<file path="config.mk">
export PLATFORM = sky130hd
export DESIGN_NAME = upsample_x3
export DESIGN_NICKNAME = d
export VERILOG_FILES = /design/src/rtl/upsample_x3.sv
export SDC_FILE = /design/constraint.sdc
export NUM_CORES = 1
export LEC_CHECK = 0
export ABC_AREA = 1
export BUFFER_PORTS_ARGS = -buffer_cell sky130_fd_sc_hd__buf_2
export CAP_MARGIN = 20
export CORE_MARGIN = 4
export CORE_UTILIZATION = 40
export CTS_CLUSTER_DIAMETER = 150
export DETAILED_ROUTE_END_ITERATION = 8
export PLACE_DENSITY = 0.65
export SLEW_MARGIN = 20
export SYNTH_ARGS = -nofsm -noshare
export SYNTH_HDL_FRONTEND = slang
export SYNTH_SLANG_ARGS = --single-unit
</file>
<file path="constraint.sdc">
create_clock -name clk_in -period 2.3 [get_ports clk_in]
set_input_delay 0 -clock clk_in [delete_from_list [all_inputs] [get_ports clk_in]]
set_output_delay 0 -clock clk_in [all_outputs]
set_load 0.02 [all_outputs]
</file>
<file path="src/rtl/upsample_x3.sv">
// Integer-factor upsampler: 2-entry sample buffer feeding a phase counter that
// emits FACTOR output samples per input, zero-stuffed (MODE 0) or held (MODE 1).
module upsample_x3 #(
  parameter int DATA_W = 16,
  parameter int FACTOR = 3,
  parameter int MODE   = 0
) (
  input  logic              clk_in,
  input  logic              rst_n,
  input  logic [DATA_W-1:0] i_in_data,
  input  logic              i_in_valid,
  output logic              o_in_ready,
  output logic [DATA_W-1:0] o_out_data,
  output logic              o_out_valid,
  input  logic              i_out_ready,
  output logic              o_out_first,
  output logic              o_out_last,
  output logic              o_overrun
);

  localparam logic [3:0] LAST_PHASE = 4'(FACTOR - 1);

  logic [DATA_W-1:0] r_mem [0:1];
  logic              r_wr_ptr;
  logic              r_rd_ptr;
  logic [1:0]        r_count;
  logic [3:0]        r_phase;
  logic              r_overrun;

  logic              w_in_ready;
  logic              w_out_valid;
  logic              w_push;
  logic              w_last;
  logic              w_out_hs;
  logic              w_pop;
  logic              w_pass;
  logic [DATA_W-1:0] w_head;

  assign w_in_ready  = (r_count != 2'd2);
  assign w_out_valid = (r_count != 2'd0);
  assign w_push      = i_in_valid & w_in_ready;
  assign w_last      = (r_phase == LAST_PHASE);
  assign w_out_hs    = w_out_valid & i_out_ready;
  assign w_pop       = w_out_hs & w_last;
  assign w_head      = r_mem[r_rd_ptr];
  // Phase 0 always carries the sample; later phases only in hold mode.
  assign w_pass      = (MODE != 0) || (r_phase == 4'd0);

  assign o_in_ready  = w_in_ready;
  assign o_out_valid = w_out_valid;
  assign o_out_data  = (w_out_valid && w_pass) ? w_head : '0;
  assign o_out_first = w_out_valid & (r_phase == 4'd0);
  assign o_out_last  = w_out_valid & w_last;
  assign o_overrun   = r_overrun;

  // Sample storage carries no reset; validity is tracked by r_count alone.
  always_ff @(posedge clk_in) begin
    if (w_push) begin
      r_mem[r_wr_ptr] <= i_in_data;
    end
  end

  always_ff @(posedge clk_in or negedge rst_n) begin
    if (!rst_n) begin
      r_wr_ptr  <= 1'b0;
      r_rd_ptr  <= 1'b0;
      r_count   <= 2'd0;
      r_phase   <= 4'd0;
      r_overrun <= 1'b0;
    end else begin
      if (w_push) begin
        r_wr_ptr <= ~r_wr_ptr;
      end
      if (w_pop) begin
        r_rd_ptr <= ~r_rd_ptr;
      end
      case ({w_push, w_pop})
        2'b10:   r_count <= r_count + 2'd1;
        2'b01:   r_count <= r_count - 2'd1;
        default: r_count <= r_count;
      endcase
      if (w_out_hs) begin
        r_phase <= w_last ? 4'd0 : r_phase + 4'd1;
      end
      if (i_in_valid && !w_in_ready) begin
        r_overrun <= 1'b1;
      end
    end
  end

endmodule

</file>
---- Word level (Yosys, flattened, before mapping) ----
Memories as Yosys holds them, arrays and structs flattened.
Cells that the tools add are included.
storage, ports and cells
  memories ................................ 1
  output and inout bits ................... 21
  word-level logic and storage cells ...... 31
  input port bits ......................... 20
  bits in writable memories ............... 32
  flip-flop bits (word level) ............. 9
memory list
  memory  depth  width  read ports  clocked after memory_dff  wr ports  RTL line  text
  r_mem   2      16     1           0                         1         23        logic [DATA_W-1:0] r_mem [0:1];
cells by class
  bitwise operators ....................... 7
  $add $sub $neg .......................... 3
  reduce and logical (&&, ||, !) cells .... 6
  muxes and demuxes ....................... 5
  equality and inequality tests ........... 4
operators by type and width
  kind                                                                   number
  16-bit 2-to-1 mux                                                      1
  1-bit AND                                                              5
  4-bit by 1-bit adder with 4-bit output, second input constant          1
  4-bit by 2-bit equality test with 1-bit output, second input constant  1
  4-bit logical NOT                                                      1
  4-bit 2-to-1 mux                                                       1
  2-bit case mux with 2 select lines                                     1
  2-bit nonzero test                                                     2
  2-bit by 1-bit adder with 2-bit output, second input constant          1
  2-bit by 1-bit equality test with 1-bit output, second input constant  1
  2-bit equality test, second input constant                             1
  1-bit logical AND                                                      2
  1-bit 2-to-1 mux                                                       2
  2-bit != test, second input constant                                   1
  1-bit inverter                                                         2
  2-bit by 1-bit subtractor with 2-bit output, second input constant     1
  1-bit logical NOT                                                      1

---- Longest topological paths before layout ----
Gate-level depths: netlist of run 1.
  word-level depth ........................ 5
  gate-level depth with buffers ........... 10

---- Worst setup path before layout of run 1 ----
No wires, ideal clock.
  path type ............................... reg-to-reg
  start ................................... register r_count[0]
  end ..................................... memory r_mem[1][0], enable pin
  cell stages (with the launch flop) ...... 5
  slack ................................... 0.390 ns
  clock period less this slack ............ 1.910 ns
  data arrival time ....................... 1.520 ns
  setup time .............................. 0.390 ns
  path buffers ............................ 0
  cells stage by stage .................... dfrtp_1 inv_1 nand2_1 nand2_1 nor2_1
between the ends
  word-level cells in the longest chain between the ends .. 4
ends and longest elaborated chain
  element                                 RTL line  text
  from (decl)                             26        logic [1:0] r_count;
  from (signal assigned)                  78        2'b10: r_count <= r_count + 2'd1;
  from (signal assigned)                  79        2'b01: r_count <= r_count - 2'd1;
  from (signal assigned)                  80        default: r_count <= r_count;
  2-bit != test                           39        assign w_in_ready = (r_count != 2'd2);
  net o_in_ready                          12        output logic o_in_ready,
  1-bit AND                               41        assign w_push = i_in_valid & w_in_ready;
  1-bit 2-to-1 mux                        58        if (w_push) begin
  1-bit 2-to-1 mux (implied by the code)  59        r_mem[r_wr_ptr] <= i_in_data;
  to (decl)                               23
The timed path passes the listed nets, and every way through them passes these cells.

---- Worst setup path after layout of run 1 ----
  start ................................... register r_phase[3]
  end ..................................... output port o_out_data[2]
between the ends
  word-level cells in the longest chain between the ends .. 3
ends and longest elaborated chain
  element                 RTL line  text
  from (decl)             27        logic [3:0] r_phase;
  from (signal assigned)  83        r_phase <= w_last ? 4'd0 : r_phase + 4'd1;
  4-bit logical NOT       47        assign w_pass = (MODE != 0) || (r_phase == 4'd0);
  1-bit logical AND       51        assign o_out_data = (w_out_valid && w_pass) ? w_head : '0;
  16-bit 2-to-1 mux       51
  to (decl)               13        output logic [DATA_W-1:0] o_out_data,
No other way between the ends.

==> flow_summary_export.csv, run 1 <==
group,metric,value,unit
worst_setup_path,cpMostUsedCell,"nor2_1",
grt,antenna_found_initial,0,
worst_setup_path,slowest_stage,"dfrtp_1",
routing,drtIter0Drc,41,
synth,seq_area_frac_synth,0.6767,
sta,timing.final.crit_share,0.7171,
synth,synth-warning-count,0,
synth,syn_avg_cell_area,11.31,sq um
clock_tree,cts_tree,"built",
finish,final_cell_area,0.002291,sq mm
floorplan,row_count,23,
routing,avgViaCountPerCell,4.673,
worst_setup_path,crit_fanout,17,
synth,yosys_register_bits,41,
run,maxCapViolations,0,
clock_tree,cts_buffers,5,
worst_setup_path,cp-endpoint,"o_out_data[2]",
placed_design,gp_congestion,0.7858,
sta,setup_tns,0,ps
routing,highest_layer,"met4",
sta,rsz0062_at_grt,"no",
worst_setup_path,critPathKind,"reg -> out",
placed_design,hpwlAfterDp,2292,um
finish,final_cells,272,
clock_tree,clk_latency,290,ps
floorplan,start_util,0.4260,
sta,slew_viol_final,0,
placed_design,post-place-cells,246,
sta,hold_violations,0,
power_and_ir_drop,p_int,1.583,mW
finish,num_antenna_cells,0,
sta,max_freq,0.6063,GHz
placed_design,port_buffers,40,
status,status,"completed",
finish,area_growth,30.69,%
synth,synth_top_area_frac,0.5482,
power_and_ir_drop,power_per_cell_area,1147,mW/mm^2
worst_setup_path,r2r-end,"r_count[1]$_DFFE_PN0P_",
routing,dr_wl_met2,1642,um
sta,fin_skew,5.404,ps
synth,synthTopCellsByArea,"edfxtp_1 55%, dfrtp_1 13%, nand2_1 8.1%",
sta,worst_pin_slew,505.0,ps
floorplan,die_x,74.20,um
worst_setup_path,crit_required,2300,ps
floorplan,core-area,0.004115,sq mm
worst_setup_path,cp-startpoint,"r_phase[3]$_DFFE_PN0P_",
routing,num_vias,1271,
clock_tree,h-tree-depth,2,
worst_setup_path,critPathMaxStageDelay,420,ps
placed_design,placed_area,0.002024,sq mm
routing,firstDrtPassIters,4,
grt,grt_pass1_vias,1292,
worst_setup_path,r2r_setup_slack,680,ps
routing,wl_met3,179,um
floorplan,die_h,74.20,um
synth,syn_inst,155,
synth,syn_area,0.001753,sq mm
worst_setup_path,start_kind,"register",
power_and_ir_drop,ir_drop,0.5185,mV
routing,drc,0,
clock_tree,ctsResizeCount,0,
grt,grt.overflow.total,0,
synth,synth.net_count,176,
hold_path,hp-class,"in -> async",
routing,wl_per_cell,12.73,um
worst_setup_path,critPathCaptureType,"output port",
grt,grt_pass1_wl,5802,um
synth,synth_top_area_cell,"edfxtp_1",
synth,synth.distinct_cells,21,
finish,fin_util,0.5567,
power_and_ir_drop,clkPwrFrac,0.171,
finish,fillers,363,
routing,ant_nets,0,
worst_setup_path,r2r_cells,9,
power_and_ir_drop,comb_power_share,0.403,
floorplan,ioPinCount,41,
finish,drive_gt1_frac,0.2613,
floorplan,dieArea,0.005506,sq mm
sta,period_minus_slack,1649,ps
routing,wl,3462,um
power_and_ir_drop,p_switching,1.046,mW
worst_setup_path,timing.rr.start,"r_count[1]$_DFFE_PN0P_",
clock_tree,root_buffer,"clkbuf_8",
worst_setup_path,cp_data_arrival_time,1650,ps
clock_tree,clock-sinks,41,
grt,grt_max_degree,18,
power_and_ir_drop,p_leak,1.021,nW
finish,fin_nets,242,
worst_setup_path,cp_cell_sequence,"nor2_1 -> nand4_4 -> nor2_1 -> buf_2",
power_and_ir_drop,seqPwrFrac,0.426,
clock_tree,clk_pin_slew,80,ps
power_and_ir_drop,swShare,0.3979,
grt,grt_usage,0.1439,
sta,maxSlewHeadroom,0.6630,
routing,m1WireLength,1573,um
clock_tree,clk_path_buf_depth,2,
sta,setup_viol,0,
## worst min-delay path by stage
| stage | start | end | slack, ps | cells after the start |
|---|---|---|---|---|
| after CTS | rst_n | r_phase[2]$_DFFE_PN0P_ | 80 | 2 |
| after floorplan | rst_n | o_overrun$_DFFE_PN0P_ | -300 | 0 |
| after detailed placement | rst_n | r_phase[1]$_DFFE_PN0P_ | -130 | 1 |
| after global routing | rst_n | r_phase[2]$_DFFE_PN0P_ | 110 | 2 |
| after global placement | rst_n | r_phase[1]$_DFFE_PN0P_ | -130 | 1 |
| final | rst_n | r_phase[2]$_DFFE_PN0P_ | 80 | 2 |
## timing repair
item | in CTS | in global routing
hold buffers | 18 | 0
hold endpoints to repair | 43 | 0
buffers inserted | 0 | 0
## registers in the layout (all words and copies together) (netlist names)
name and count:
o_overrun 1, r_count 2, r_mem 32, r_phase 4, r_rd_ptr 1, r_wr_ptr 1
## layout make-up
| cell class | count | area [sq um] | share of cell area |
|---|---|---|---|
| sequential | 41 | 1186 | 0.5178 |
| multi-input combinational | 95 | 481.7 | 0.2103 |
| timing repair buffer | 63 | 417.9 | 0.1824 |
| clock buffer | 5 | 68.82 | 0.03004 |
| tap | 50 | 62.56 | 0.02731 |
| inverter | 15 | 56.30 | 0.02458 |
| clock inverter | 3 | 17.52 | 0.007646 |
## critical path: cells and delay by family, from the launching register on
| family | cells | cell delay (ps) |
|---|---|---|
| buffers and inverters | 1 | 190 |
| DFF | 1 | 420 |
| and+or+nand+nor | 3 | 750 |
## stage by stage
stage,worst slack [ps],hold slack (ps),total power [mW]
after detailed placement,717.7,-129.4,2.184
after global routing,521.5,110.6,2.829
after CTS,620.7,78.76,2.663
after floorplan,390.2,-295.6,1.866
final,650.6,81.63,2.628
after global placement,764.0,-129.3,2.167
## power by group through the flow
stage                     sequential, mW  combinational [mW]  clock, mW
after floorplan                     1.11               0.752          0
after global placement              1.13                1.04          0
after detailed placement            1.13                1.05          0
after global routing                1.14                1.19      0.499
after CTS                           1.12                1.08      0.468
final                               1.12                1.06      0.450
## Yosys cell counts
cell type	n
a31o_2	1
dfrtp_1	9
inv_2	1
edfxtp_1	32
o21ai_0	2
buf_2	2
buf_6	1
or2_2	1
a21oi_1	1
ha_1	1
nand4_1	2
buf_4	1
nor2_2	1
nor2_1	23
nand3_1	6
nor2_4	1
nand4_4	1
inv_1	14
a21boi_0	16
xnor2_1	1
nand2_1	38
## cell usage in the layout (no fill, tap or decap)
| master | instances |
|---|---|
| buf_4 | 5 |
| buf_2 | 40 |
| nand4_1 | 2 |
| ha_1 | 1 |
| xnor2_1 | 1 |
| dfrtp_1 | 9 |
| a21oi_1 | 1 |
| clkinv_2 | 1 |
| nand2_1 | 38 |
| nor2_1 | 23 |
| a21boi_0 | 16 |
| o21ai_0 | 2 |
| or2_2 | 1 |
| clkbuf_8 | 5 |
| nor2_4 | 1 |
| dlygate4sd3_1 | 18 |
| a31o_2 | 1 |
| inv_2 | 1 |
| clkinv_4 | 1 |
| clkinv_1 | 1 |
| nor2_2 | 1 |
| nand4_4 | 1 |
| inv_1 | 14 |
| nand3_1 | 6 |
| edfxtp_1 | 32 |
## metal layers
metal  up-vias  GRT usage
met5         -          0
met4         0    0.06036
met3         6    0.04595
met2        25     0.2402
met1       592     0.1716
li1        648          -
## logic make-up after synthesis
family / Yosys count / synth area share
AOI/OAI and AO/OA: 20 / 0.08209
buffers and inverters: 19 / 0.04854
and+or+nand+nor: 73 / 0.1806
xor gates and xnor gates: 1 / 0.004997
DFF: 41 / 0.6767
adders and majority gates: 1 / 0.007137
No activity file was read; power rests on OpenSTA's default activity.
==> inputs of run 2 (changes only) <==
==> constraint.sdc (replaced) <==
create_clock -name clk_in -period 1.65 [get_ports clk_in]
set_input_delay 0 -clock clk_in [delete_from_list [all_inputs] [get_ports clk_in]]
set_output_delay 0 -clock clk_in [all_outputs]
set_load 0.02 [all_outputs]
==> run 2 against run 1 <==
- worst hold slack lost 3.0 ps
- power grew 51%
- combinational power rose by 50%
- via count up 2.4%
- wire length up 5.3%
- non-clock buffer count is 1 higher
- die area unchanged
- flip-flop and latch count unchanged
- final cell count is 0.37% higher
- register-to-register slack got worse by 600 ps
- utilization grew 1.6 points
- worst setup slack worse by 570 ps
- largest power group unchanged
- highest routed layer unchanged
==> flow_summary_export.csv, run 2 (synthesized netlist as in run 1, its figures left out) <==
group,metric,value,unit
status,status,"completed",
worst_setup_path,r2r_cells,8,
worst_setup_path,critPathCaptureType,"register",
routing,ant_nets,0,
hold_path,hp-class,"in -> async",
finish,largest_reg_flops,32,
finish,fin_nets,243,
grt,grt_pass1_vias,1256,
power_and_ir_drop,ir_drop,0.7470,mV
clock_tree,clock-sinks,41,
finish,fillers,368,
finish,register_area,0.001190,sq mm
sta,period_minus_slack,1568,ps
clock_tree,cts_buffers,5,
worst_setup_path,cp.depth,8,
grt,grt_max_degree,18,
worst_setup_path,timing.rr.start,"r_count[1]$_DFFE_PN0P_",
finish,num_antenna_cells,0,
worst_setup_path,start_kind,"register",
sta,rsz0062_at_grt,"no",
run,maxCapViolations,0,
power_and_ir_drop,power,3.969,mW
worst_setup_path,cp_data_arrival_time,1740,ps
worst_setup_path,r2r-end,"r_count[1]$_DFFE_PN0P_",
finish,multi_input_area,496.7,sq um
routing,wl_per_cell,13.35,um
finish,area_growth,34.48,%
worst_setup_path,slowest_stage,"dfrtp_2",
floorplan,ioPinCount,41,
finish,fin_util,0.5728,
power_and_ir_drop,p_leak,1.034,nW
sta,timing.final.crit_share,0.9501,
floorplan,die_x,74.20,um
grt,grt.overflow.total,0,
worst_setup_path,critPathTopFamily,"simple AND/OR/NAND/NOR gates",
floorplan,dieArea,0.005506,sq mm
clock_tree,root_buffer,"clkbuf_8",
grt,grt_pass1_wl,5506,um
floorplan,start_util,0.4260,
worst_setup_path,crit_required,1830,ps
worst_setup_path,r2r_setup_slack,80,ps
finish,largest_registers,"r_mem: 32 flops, r_phase: 4 flops, r_count: 2 flops",
sta,fin_ws,82.32,ps
worst_setup_path,critPathMaxStageDelay,440,ps
finish,layout_commonest_cell,"buf_2",
routing,wl,3644,um
sta,max_freq,0.6379,GHz
routing,num_vias,1302,
floorplan,core-area,0.004115,sq mm
clock_tree,cts_tree,"built",
finish,layout_common_cells,"40 x buf_2, 38 x nand2_1, 32 x edfxtp_1",
routing,firstDrtPassIters,4,
clock_tree,clk_path_buf_depth,2,
worst_setup_path,worstPathBufferInverterCount,1,
sta,worst_pin_slew,285.1,ps
sta,hold_violations,0,
clock_tree,clk_pin_slew,70,ps
placed_design,hpwlAfterDp,2520,um
grt,antenna_found_initial,0,
placed_design,gp_congestion,0.7810,
placed_design,port_buffers,40,
sta,fin_skew,10.56,ps
clock_tree,h-tree-depth,2,
worst_setup_path,critPathKind,"reg -> reg",
routing,drtIter0Drc,57,
floorplan,row_count,23,
floorplan,die_h,74.20,um
finish,regMostFlops,"r_mem",
placed_design,place_ws,16.46,ps
clock_tree,clk_latency,290,ps
grt,grt_usage,0.1368,
finish,drive_gt1_frac,0.3094,
sta,slew_viol_final,0,
worst_setup_path,cp_cell_sequence,"nor2_4 -> nor2_4 -> nand2_1 -> inv_1 -> ha_1 -> or2_2 -> nand4_1 -> nand2_1",
worst_setup_path,crit_fanout,9,
power_and_ir_drop,power_per_cell_area,1684,mW/mm^2
sta,maxSlewHeadroom,0.8095,
sta,setup_viol,0,
routing,drc,0,
routing,avgViaCountPerCell,4.769,
## run 2: worst max path at each step
stage / from / endpoint / slack, ps
2_1_floorplan: r_count[0]$_DFFE_PN0P_ / r_mem[1][0]$_DFFE_PP_ / -20
3_3_place_gp: r_count[1]$_DFFE_PN0P_ / r_count[1]$_DFFE_PN0P_ / 120
3_5_place_dp: r_phase[0]$_DFFE_PN0P_ / r_count[1]$_DFFE_PN0P_ / 20
4_1_cts: r_count[1]$_DFFE_PN0P_ / r_count[1]$_DFFE_PN0P_ / 10
5_1_grt: r_rd_ptr$_DFFE_PN0P_ / o_out_data[8] / 10
6_report: r_count[1]$_DFFE_PN0P_ / r_count[1]$_DFFE_PN0P_ / 80
## run 2: worst register-to-register path, stage by stage (launching register included)
cell and delay (ps):
dfrtp_2 440, nor2_4 170, nor2_4 80, nand2_1 100, inv_1 50, ha_1 180, or2_2 290, nand4_1 80
nand2_1 60
## run 2: power by group
part	internal (mW)	switching (mW)
combinational	0.571	1.02
sequential	1.43	0.174
clock	0.449	0.330
total	2.45	1.52
## run 2: what timing repair did
| item | 4_1_cts | 5_1_grt |
|---|---|---|
| hold endpoints to repair | 42 | 0 |
| hold buffers | 18 | 0 |
| pin swaps | 1 | 1 |
| buffers inserted | 0 | 1 |
| gates resized for setup | 2 | 8 |
| endpoints found under the setup margin | 4 | 13 |
| cloned | 0 | 0 |
## run 2: layout make-up
| type | instances | area share |
|---|---|---|
| sequential | 41 | 0.5048 |
| clock buffer | 6 | 0.03079 |
| multi-input combinational | 95 | 0.2107 |
| timing repair buffer | 64 | 0.1858 |
| tap | 50 | 0.02654 |
| clock inverter | 2 | 0.01486 |
| inverter | 15 | 0.02654 |
## run 2: metrics by stage
step | area, sq um | TNS, ps | instances | hold slack, ps
floorplan | 1758 | -244.1 | 155 | -295.6
global placement | 2029 | 0 | 246 | -138.8
detailed placement | 2029 | 0 | 246 | -138.6
CTS | 2320 | 0 | 272 | 77.15
global route | 2357 | 0 | 273 | 96.13
finish | 2357 | 0 | 273 | 78.60
## run 2: per-layer routing
layer / vias to the layer above / wire (um) / GRT usage
met5: - / 0 / 0
met4: 0 / 41 / 0.04225
met3: 6 / 218 / 0.05270
met2: 34 / 1901 / 0.2303
met1: 610 / 1483 / 0.1623
li1: 652 / - / -
